$ cat src/rtl/ibex_bus_arbiter_if.sv
// Bus bundle between the Ibex instruction/data ports, the arbiter and the Avalon-MM host port.
// The master modport is the arbiter's view; slave is the environment's view.
interface ibex_bus_arbiter_if;
   logic        instr_req_i;
   logic [31:0] instr_addr_i;
   logic        instr_gnt_o;
   logic        instr_rvalid_o;
   logic [31:0] instr_rdata_o;
   logic        instr_err_o;

   logic        data_req_i;
   logic        data_we_i;
   logic [3:0]  data_be_i;
   logic [31:0] data_addr_i;
   logic [31:0] data_wdata_i;
   logic        data_gnt_o;
   logic        data_rvalid_o;
   logic [31:0] data_rdata_o;
   logic        data_err_o;

   logic [31:0] avm_address_o;
   logic        avm_read_o;
   logic        avm_write_o;
   logic [3:0]  avm_byteenable_o;
   logic [31:0] avm_writedata_o;
   logic        avm_waitrequest_i;
   logic        avm_readdatavalid_i;
   logic        avm_writeresponsevalid_i;
   logic [31:0] avm_readdata_i;
   logic [1:0]  avm_response_i;

   modport master (
      input  instr_req_i, instr_addr_i,
      input  data_req_i, data_we_i, data_be_i, data_addr_i, data_wdata_i,
      input  avm_waitrequest_i, avm_readdatavalid_i, avm_writeresponsevalid_i,
      input  avm_readdata_i, avm_response_i,
      output instr_gnt_o, instr_rvalid_o, instr_rdata_o, instr_err_o,
      output data_gnt_o, data_rvalid_o, data_rdata_o, data_err_o,
      output avm_address_o, avm_read_o, avm_write_o, avm_byteenable_o, avm_writedata_o
   );

   modport slave (
      output instr_req_i, instr_addr_i,
      output data_req_i, data_we_i, data_be_i, data_addr_i, data_wdata_i,
      output avm_waitrequest_i, avm_readdatavalid_i, avm_writeresponsevalid_i,
      output avm_readdata_i, avm_response_i,
      input  instr_gnt_o, instr_rvalid_o, instr_rdata_o, instr_err_o,
      input  data_gnt_o, data_rvalid_o, data_rdata_o, data_err_o,
      input  avm_address_o, avm_read_o, avm_write_o, avm_byteenable_o, avm_writedata_o
   );
endinterface

$ cat src/rtl/ibex_bus_arbiter.sv
// Two-way arbiter merging the Ibex instruction and data ports onto one Avalon-MM host port.
// Commands are accepted with zero added latency; an in-order tag FIFO routes responses back.
module ibex_bus_arbiter #(
   parameter int unsigned MAX_OUTST = 2
) (
   input  logic               clk_i,
   input  logic               rst_i,
   ibex_bus_arbiter_if.master bus,
   output logic               protocol_err_o
);

   localparam logic [2:0] MaxCnt  = 3'(MAX_OUTST);
   localparam logic [1:0] LastPtr = 2'(MAX_OUTST - 1);

   typedef enum logic [0:0] {StIdle, StLocked} state_e;

   state_e      state_q;
   logic        locked_src_q;  // 0 = instr, 1 = data
   logic        rr_q;          // source that wins when both request
   logic [2:0]  count_q;
   logic [1:0]  wr_ptr_q;
   logic [1:0]  rd_ptr_q;
   logic [3:0]  tag_q;
   logic        proto_err_q;

   logic win_src, win_valid, rsp, rsp_ok, room, cmd, accept, head_src, win_we;

   // Winner selection: frozen while locked, otherwise single request or round-robin.
   always_comb begin
      win_src   = 1'b0;
      win_valid = 1'b0;
      if (state_q == StLocked) begin
         win_src   = locked_src_q;
         win_valid = locked_src_q ? bus.data_req_i : bus.instr_req_i;
      end else begin
         win_valid = bus.instr_req_i | bus.data_req_i;
         if (bus.instr_req_i && bus.data_req_i) begin
            win_src = rr_q;
         end else begin
            win_src = bus.data_req_i;
         end
      end
   end

   // A response popping this cycle frees a slot, so a full FIFO can still accept.
   assign rsp      = bus.avm_readdatavalid_i | bus.avm_writeresponsevalid_i;
   assign rsp_ok   = rsp & (count_q != 3'd0) & ~rst_i;
   assign room     = (count_q != MaxCnt) | rsp_ok;
   assign cmd      = win_valid & room & ~rst_i;
   assign accept   = cmd & ~bus.avm_waitrequest_i;
   assign head_src = tag_q[rd_ptr_q];
   assign win_we   = win_src & bus.data_we_i;

   assign bus.avm_read_o       = cmd & ~win_we;
   assign bus.avm_write_o      = cmd & win_we;
   assign bus.avm_address_o    = cmd ? (win_src ? bus.data_addr_i : bus.instr_addr_i) : 32'h0;
   assign bus.avm_byteenable_o = win_src ? bus.data_be_i : 4'hF;
   assign bus.avm_writedata_o  = (cmd & win_src) ? bus.data_wdata_i : 32'h0;

   assign bus.instr_gnt_o = accept & ~win_src;
   assign bus.data_gnt_o  = accept & win_src;

   assign bus.instr_rvalid_o = rsp_ok & ~head_src;
   assign bus.data_rvalid_o  = rsp_ok & head_src;
   assign bus.instr_rdata_o  = bus.instr_rvalid_o ? bus.avm_readdata_i : 32'h0;
   assign bus.data_rdata_o   = bus.data_rvalid_o ? bus.avm_readdata_i : 32'h0;
   assign bus.instr_err_o    = bus.instr_rvalid_o & (bus.avm_response_i != 2'b00);
   assign bus.data_err_o     = bus.data_rvalid_o & (bus.avm_response_i != 2'b00);

   assign protocol_err_o = proto_err_q;

   // Arbitration FSM: lock onto a stalled command until it is accepted or withdrawn.
   always_ff @(posedge clk_i) begin
      if (rst_i) begin
         state_q      <= StIdle;
         locked_src_q <= 1'b0;
         rr_q         <= 1'b0;
      end else begin
         case (state_q)
            StIdle: begin
               if (cmd && bus.avm_waitrequest_i) begin
                  state_q      <= StLocked;
                  locked_src_q <= win_src;
               end
            end
            StLocked: begin
               if (accept || !win_valid) begin
                  state_q <= StIdle;
               end
            end
            default: state_q <= StIdle;
         endcase
         if (accept) begin
            rr_q <= ~win_src;
         end
      end
   end

   // Tag FIFO, outstanding count and sticky protocol error.
   always_ff @(posedge clk_i) begin
      if (rst_i) begin
         count_q     <= 3'd0;
         wr_ptr_q    <= 2'd0;
         rd_ptr_q    <= 2'd0;
         tag_q       <= 4'h0;
         proto_err_q <= 1'b0;
      end else begin
         if (accept) begin
            tag_q[wr_ptr_q] <= win_src;
            wr_ptr_q        <= (wr_ptr_q == LastPtr) ? 2'd0 : wr_ptr_q + 2'd1;
         end
         if (rsp_ok) begin
            rd_ptr_q <= (rd_ptr_q == LastPtr) ? 2'd0 : rd_ptr_q + 2'd1;
         end
         if (accept && !rsp_ok) begin
            count_q <= count_q + 3'd1;
         end else if (!accept && rsp_ok) begin
            count_q <= count_q - 3'd1;
         end
         if (rsp && (count_q == 3'd0)) begin
            proto_err_q <= 1'b1;
         end
      end
   end

endmodule

$ cat src/flat_wrapper.sv
// flat-port wrapper written by rule: the top's interface ports become plain ports
module ibex_bus_arbiter_flat 
#(
   parameter int unsigned MAX_OUTST = 2
)
  (clk_i, rst_i, protocol_err_o, bus_instr_req_i, bus_instr_addr_i, bus_data_req_i, bus_data_we_i, bus_data_be_i, bus_data_addr_i, bus_data_wdata_i, bus_avm_waitrequest_i, bus_avm_readdatavalid_i, bus_avm_writeresponsevalid_i, bus_avm_readdata_i, bus_avm_response_i, bus_instr_gnt_o, bus_instr_rvalid_o, bus_instr_rdata_o, bus_instr_err_o, bus_data_gnt_o, bus_data_rvalid_o, bus_data_rdata_o, bus_data_err_o, bus_avm_address_o, bus_avm_read_o, bus_avm_write_o, bus_avm_byteenable_o, bus_avm_writedata_o);
  ibex_bus_arbiter_if bus_i ();
  input  logic clk_i;
  input  logic rst_i;
  output logic protocol_err_o;
  input wire logic [$bits(bus_i.instr_req_i)-1:0] bus_instr_req_i;
  input wire logic [$bits(bus_i.instr_addr_i)-1:0] bus_instr_addr_i;
  input wire logic [$bits(bus_i.data_req_i)-1:0] bus_data_req_i;
  input wire logic [$bits(bus_i.data_we_i)-1:0] bus_data_we_i;
  input wire logic [$bits(bus_i.data_be_i)-1:0] bus_data_be_i;
  input wire logic [$bits(bus_i.data_addr_i)-1:0] bus_data_addr_i;
  input wire logic [$bits(bus_i.data_wdata_i)-1:0] bus_data_wdata_i;
  input wire logic [$bits(bus_i.avm_waitrequest_i)-1:0] bus_avm_waitrequest_i;
  input wire logic [$bits(bus_i.avm_readdatavalid_i)-1:0] bus_avm_readdatavalid_i;
  input wire logic [$bits(bus_i.avm_writeresponsevalid_i)-1:0] bus_avm_writeresponsevalid_i;
  input wire logic [$bits(bus_i.avm_readdata_i)-1:0] bus_avm_readdata_i;
  input wire logic [$bits(bus_i.avm_response_i)-1:0] bus_avm_response_i;
  output wire logic [$bits(bus_i.instr_gnt_o)-1:0] bus_instr_gnt_o;
  output wire logic [$bits(bus_i.instr_rvalid_o)-1:0] bus_instr_rvalid_o;
  output wire logic [$bits(bus_i.instr_rdata_o)-1:0] bus_instr_rdata_o;
  output wire logic [$bits(bus_i.instr_err_o)-1:0] bus_instr_err_o;
  output wire logic [$bits(bus_i.data_gnt_o)-1:0] bus_data_gnt_o;
  output wire logic [$bits(bus_i.data_rvalid_o)-1:0] bus_data_rvalid_o;
  output wire logic [$bits(bus_i.data_rdata_o)-1:0] bus_data_rdata_o;
  output wire logic [$bits(bus_i.data_err_o)-1:0] bus_data_err_o;
  output wire logic [$bits(bus_i.avm_address_o)-1:0] bus_avm_address_o;
  output wire logic [$bits(bus_i.avm_read_o)-1:0] bus_avm_read_o;
  output wire logic [$bits(bus_i.avm_write_o)-1:0] bus_avm_write_o;
  output wire logic [$bits(bus_i.avm_byteenable_o)-1:0] bus_avm_byteenable_o;
  output wire logic [$bits(bus_i.avm_writedata_o)-1:0] bus_avm_writedata_o;
  assign bus_i.instr_req_i = bus_instr_req_i;
  assign bus_i.instr_addr_i = bus_instr_addr_i;
  assign bus_i.data_req_i = bus_data_req_i;
  assign bus_i.data_we_i = bus_data_we_i;
  assign bus_i.data_be_i = bus_data_be_i;
  assign bus_i.data_addr_i = bus_data_addr_i;
  assign bus_i.data_wdata_i = bus_data_wdata_i;
  assign bus_i.avm_waitrequest_i = bus_avm_waitrequest_i;
  assign bus_i.avm_readdatavalid_i = bus_avm_readdatavalid_i;
  assign bus_i.avm_writeresponsevalid_i = bus_avm_writeresponsevalid_i;
  assign bus_i.avm_readdata_i = bus_avm_readdata_i;
  assign bus_i.avm_response_i = bus_avm_response_i;
  assign bus_instr_gnt_o = bus_i.instr_gnt_o;
  assign bus_instr_rvalid_o = bus_i.instr_rvalid_o;
  assign bus_instr_rdata_o = bus_i.instr_rdata_o;
  assign bus_instr_err_o = bus_i.instr_err_o;
  assign bus_data_gnt_o = bus_i.data_gnt_o;
  assign bus_data_rvalid_o = bus_i.data_rvalid_o;
  assign bus_data_rdata_o = bus_i.data_rdata_o;
  assign bus_data_err_o = bus_i.data_err_o;
  assign bus_avm_address_o = bus_i.avm_address_o;
  assign bus_avm_read_o = bus_i.avm_read_o;
  assign bus_avm_write_o = bus_i.avm_write_o;
  assign bus_avm_byteenable_o = bus_i.avm_byteenable_o;
  assign bus_avm_writedata_o = bus_i.avm_writedata_o;
  ibex_bus_arbiter #(.MAX_OUTST(MAX_OUTST)) u_core (.clk_i(clk_i), .rst_i(rst_i), .bus(bus_i), .protocol_err_o(protocol_err_o));
endmodule
$ cat config.mk
export PLATFORM = sky130hd
export DESIGN_NAME = ibex_bus_arbiter_flat
export DESIGN_NICKNAME = d
export VERILOG_FILES = /design/src/rtl/ibex_bus_arbiter_if.sv /design/src/rtl/ibex_bus_arbiter.sv /design/src/flat_wrapper.sv
export SDC_FILE = /design/constraint.sdc
export NUM_CORES = 1
export LEC_CHECK = 0
export ABC_AREA = 1
export ABC_CLOCK_PERIOD_IN_PS = 5300
export CORE_AREA = 8 8 104 106
export DETAILED_ROUTE_END_ITERATION = 10
export DIE_AREA = 0 0 112 114
export GPL_ROUTABILITY_DRIVEN = 0
export PLACE_DENSITY = 0.75
export REMOVE_ABC_BUFFERS = 1
export SLEW_MARGIN = 10
export SYNTH_ARGS = -nofsm -noshare
export SYNTH_HDL_FRONTEND = slang
export SYNTH_SLANG_ARGS = --single-unit
$ cat constraint.sdc
create_clock -name clk_i -period 5.3 [get_ports clk_i]
set_input_delay 0.53 -clock clk_i [delete_from_list [all_inputs] [get_ports clk_i]]
set_output_delay 0.53 -clock clk_i [all_outputs]
set_load 0.02 [all_outputs]
======== Word-level counts from Yosys, hierarchy flattened ========
Index checks and enable logic that the tools add are counted.
word-level totals
  bits in registers ....................... 15
  word-level logic and storage cells ...... 79
  input bits .............................. 142
  output and inout bits ................... 141
operators by class
  $lt $le $gt $ge ......................... 3
  equality and inequality tests ........... 3
  add/subtract/negate cells ............... 4
  bitwise logic cells ..................... 24
  reductions and logical operators ........ 15
  multiplexer cells ....................... 22
operator list
  operator               count
  $mux W32               5
  $and A1 B1 Y1          15
  $mux W1                8
  $logic_and A1 B1 Y1    6
  $lt A2 B3 Y1 const B   2
  $mux W3                2
  $not A1 Y1             6
  $add A2 B1 Y2 const B  2
  $bwmux W4              1
  $eq A2 B1 Y1 const B   2
  $mux W2                2
  $mux W4                1
  $reduce_bool A2 Y1     2
  $add A3 B1 Y3 const B  1
  $logic_not A1 Y1       3
  $logic_not A3 Y1       1
  $ne A3 B2 Y1 const B   1
  $or A1 B1 Y1           3
  $reduce_bool A3 Y1     1
  $sub A3 B1 Y3 const B  1
  $bmux W1 S2            1
  $demux W1 S2           1
  $ge A2 B1 Y1 const B   1
  $pmux W1 S2            1
  other kinds (2)        2

======== Longest topological paths before layout ========
  depth after elaboration ................. 11
  gate-level depth with buffers ........... 13
  mapped depth without buffers ............ 13

======== Worst setup path after synthesis ========
No wires, ideal clock.
  path type ............................... input-to-output
  from .................................... input bus_avm_writeresponsevalid_i
  to ...................................... output bus_data_rdata_o[10]
  path buffers ............................ 1
  path slack .............................. 3.036 ns
  stages on the path ...................... 7
  arrival ................................. 1.734 ns
  path through ............................ nor2_1 nor2_1 nand2_1 nor2_1 inv_2 buf_2 nor2_1
between the ends
  word-level cells in the longest chain between the ends .. 5
ends and longest elaborated chain
  item                        line                    RTL
  start: declaration          flat_wrapper.sv:20      input wire logic [$bits(bus_i.avm_writeresponsevalid_i)-1:0] bus_avm_writeresponsevalid_i;
  $or A1 B1 Y1                ibex_bus_arbiter.sv:46  assign rsp = bus.avm_readdatavalid_i | bus.avm_writeresponsevalid_i;
  $and A1 B1 Y1 (2 in a row)  ibex_bus_arbiter.sv:47  assign rsp_ok = rsp & (count_q != 3'd0) & ~rst_i;
  $and A1 B1 Y1               ibex_bus_arbiter.sv:64  assign bus.data_rvalid_o = rsp_ok & head_src;
  net bus_data_rvalid_o       flat_wrapper.sv:28      output wire logic [$bits(bus_i.data_rvalid_o)-1:0] bus_data_rvalid_o;
  $mux W32                    ibex_bus_arbiter.sv:66  assign bus.data_rdata_o = bus.data_rvalid_o ? bus.avm_readdata_i : 32'h0;
  end: declaration            flat_wrapper.sv:29      output wire logic [$bits(bus_i.data_rdata_o)-1:0] bus_data_rdata_o;
The timed path passes the listed nets, and every way through them passes these cells.

======== Final worst setup path ========
  from .................................... register u_core.state_q
  to ...................................... output bus_data_gnt_o
between the ends
  word-level cells in the longest chain between the ends .. 5
ends and longest elaborated chain
  item                        line                    RTL
  start: declaration          ibex_bus_arbiter.sv:17  state_e state_q;
  start signal: assignment    ibex_bus_arbiter.sv:75  state_q <= StIdle;
  start signal: assignment    ibex_bus_arbiter.sv:82  state_q <= StLocked;
  start signal: assignment    ibex_bus_arbiter.sv:88  state_q <= StIdle;
  $mux W1                     ibex_bus_arbiter.sv:32  if (state_q == StLocked) begin
  $and A1 B1 Y1 (2 in a row)  ibex_bus_arbiter.sv:49  assign cmd = win_valid & room & ~rst_i;
  $and A1 B1 Y1               ibex_bus_arbiter.sv:50  assign accept = cmd & ~bus.avm_waitrequest_i;
  $and A1 B1 Y1 *             ibex_bus_arbiter.sv:61  assign bus.data_gnt_o = accept & win_src;
  end: declaration            flat_wrapper.sv:27      output wire logic [$bits(bus_i.data_gnt_o)-1:0] bus_data_gnt_o;
Mark *: on every way between the ends. The rest lies on a longest branch, timed or not.

==> results.md <==
* Run status: finished clean
* TritonCTS clock tree: yes
* Routed Antenna Nets at 0
* Worst VDD drop at 154 uV
* Filler cells at approximately 890
* Slew margin rel. at 28.8%
* Post-DP HPWL at 10800 um
* Gates resized, CTS repair at 0
* Fmax at 272 MHz
* Max-Cap Viols at 0
* Drc violations at 0
* Synth Register Bits at 15
* Initial Util at 22.1%
* Final TNS setup at 0 ns
* Die Height at about 110 um
* Max Slew Vio Count at 0
* Hold Fails Final Rpt at 0
* Cell Pwr Density at roughly 150 nW/um^2
* Sequential share of the synthesized area at between 10% and 20%
* Vias/cell at 4.26
* Diode count at 0
* First-pass GRT wire length at roughly 19000 um
* Synthesized area per cell at 4.91 sq um
* CORE AREA at 9110 sq um
* Worst EP required at 4.77 ns
* Initial antenna violation count at 0
* # IOs at ~280
* Final Setup Violations at 0
* Initial DRT Pass Iterations at 5
* Count leader, synth: nor2_1
* Tot GR Track Use at 18.2%
* Wirelength, routed at around 13000 um
* CTS hold repair buffers at 0
* Nets at 819
* Startpoint types: flip-flop
* Post-synth top area cell: nor2_1
* Worst-Skew Late Latency at 0.25 ns
* Cells after Synth at 410
* Largest net degree at the start of global routing at between 40 and 50
* Critical path fanouts, max at 44
* Clk_skew at between 0.004 and 0.005 ns
* Setup crit end kind: primary output
* Synth top area cells: nor2_1 24%, inv_1 16%, dfxtp_1 15%, nand2_1 11%, a21oi_1 9.9%
* Total grt overflow at 0
* DIE AREA at 12800 sq um
* Worst-margin pin slew at approximately 1.1 ns
* Post-synth EDFFs at 0
* H-tree Lvls at 1
* Critical path data arrival time at between 3 and 4 ns
* Total number of vias at roughly 3.3k
* Async SR Flop Fraction at 0%
* LEAKAGE at between 0.002 and 0.0025 uW
* Hold Path Class: flip-flop to flip-flop
* WS Path Type: flip-flop to primary output
* Die X at approximately 110 um
* Layout area overhead at 143%
* Hold WS at 0.456 ns
* Number of global-route vias before repair at 3226
* Share of cells above drive strength 1 at slightly below 2%
* Yosys warns at 0
* Clock root cell: clkbuf_8
* RSZ-0062 raised after global routing: no
* Inserted Clock Buffers at 3
* Post-synth top cells: 127 x nor2_1, 87 x inv_1, 57 x nand2_1
* Top-area cell type share of the netlist area at around a quarter
* Ys flop type: dfxtp_1
* Port Buffers at 282
* Total clock sinks at 15
* FP Rows at 35
* Post-CTS setup buffer count at 0
* Mapped Area at 2010 sq um
* Tmin final at 3.67 ns
* CTS Buffer Depth at 2
* Pwr Total at around 720 uW
* Initial drt markers at 325
* WL per Instance at 16.2 um
* Library cells used by synthesis at 23
* Final Cycle Share at 69.3%
* Clk pin slew, worst setup/hold paths at 0.06 ns
==> registers in the layout, indices dropped and copies added (netlist names) <==
name	cells
u_core.state_q	1
u_core.locked_src_q	1
u_core.count_q	3
u_core.tag_q	4
u_core.rr_q	1
u_core.rd_ptr_q	2
u_core.wr_ptr_q	2
u_core.protocol_err_o	1
==> cell usage in the layout (no fill, tap or decap) <==
| master | count |
|---|---|
| o211ai_2 | 1 |
| nand3_1 | 38 |
| clkbuf_8 | 3 |
| nand3_2 | 1 |
| dfxtp_1 | 15 |
| ha_1 | 1 |
| nand4_1 | 1 |
| buf_4 | 1 |
| o21ai_1 | 2 |
| clkbuf_1 | 1 |
| a21oi_1 | 40 |
| nor2_8 | 1 |
| fa_1 | 1 |
| a32o_1 | 1 |
| clkdlybuf4s50_1 | 282 |
| o21ai_0 | 7 |
| nor2_1 | 127 |
| nand2_1 | 57 |
| nand2_4 | 1 |
| nand2_2 | 3 |
| inv_1 | 87 |
| a31oi_1 | 1 |
| inv_2 | 2 |
==> path summary, 6_finish.rpt <==
check	from	to	slack [ns]	cells past startpoint
setup / recovery	u_core.state_q	bus_data_gnt_o	1.63	5
setup reg to reg	u_core.state_q	u_core.count_q[2]	1.91	12
hold / removal	u_core.rd_ptr_q[1]	u_core.rd_ptr_q[1]	0.46	2
hold reg to reg	u_core.rd_ptr_q[1]	u_core.rd_ptr_q[1]	0.46	2
==> cells by family after synthesis <==
group | after synthesis | synth area share [%]
AO/OA/AOI/OAI | 52 | 13.6
AND/OR/NAND/NOR | 229 | 47.0
adder cells (fa/ha/maj) | 2 | 1.61
flip-flops | 15 | 14.9
buffers and inverters | 112 | 22.9
==> worst max-delay path, cell delays in order, from the launching register on <==
cell	delay, ns
dfxtp_1	0.42
nand2_2	0.42
nand2_2	0.80
nand2_4	0.34
nor2_1	0.26
clkdlybuf4s50_1	0.65
==> metal layers <==
metal / GRT usage (%) / vias to the layer above / part of all wire [%]
li1: - / 1745 / -
met1: 19.2 / 1454 / 37
met2: 35.9 / 124 / 56
met3: 3.80 / 21 / 5.4
met4: 4.68 / 0 / 2.2
met5: 0 / - / 0
==> area by class of cell <==
cell class	count	area (sq um)	share of cell area, %
flip-flops and latches	15	300	6.13
multi-input cells	283	1250	25.6
repair buffers	283	2830	57.7
clock buffers	4	45.0	0.919
well taps	111	139	2.83
inverters	89	334	6.81
==> power by group <==
| group | internal (uW) | switching (uW) |
|---|---|---|
| logic | 246 | 247 |
| registers | 125 | 11.8 |
| clock network | 53.3 | 39.3 |
| total | 425 | 298 |
==> through the flow <==
| stage | instances | cell area [sq um] | worst slack (ns) | util, % |
|---|---|---|---|---|
| final | 785 | 4900 | 1.63 | 53.8 |
| after global placement | 781 | 4860 | 1.77 | 53.3 |
| after floorplan | 387 | 1890 | 2.29 | - |
| after detailed placement | 781 | 4860 | 1.75 | 53.3 |
| after CTS | 785 | 4900 | 1.63 | 53.8 |
| after global routing | 785 | 4900 | 1.41 | 53.8 |
(Power assumes the default switching activity.)
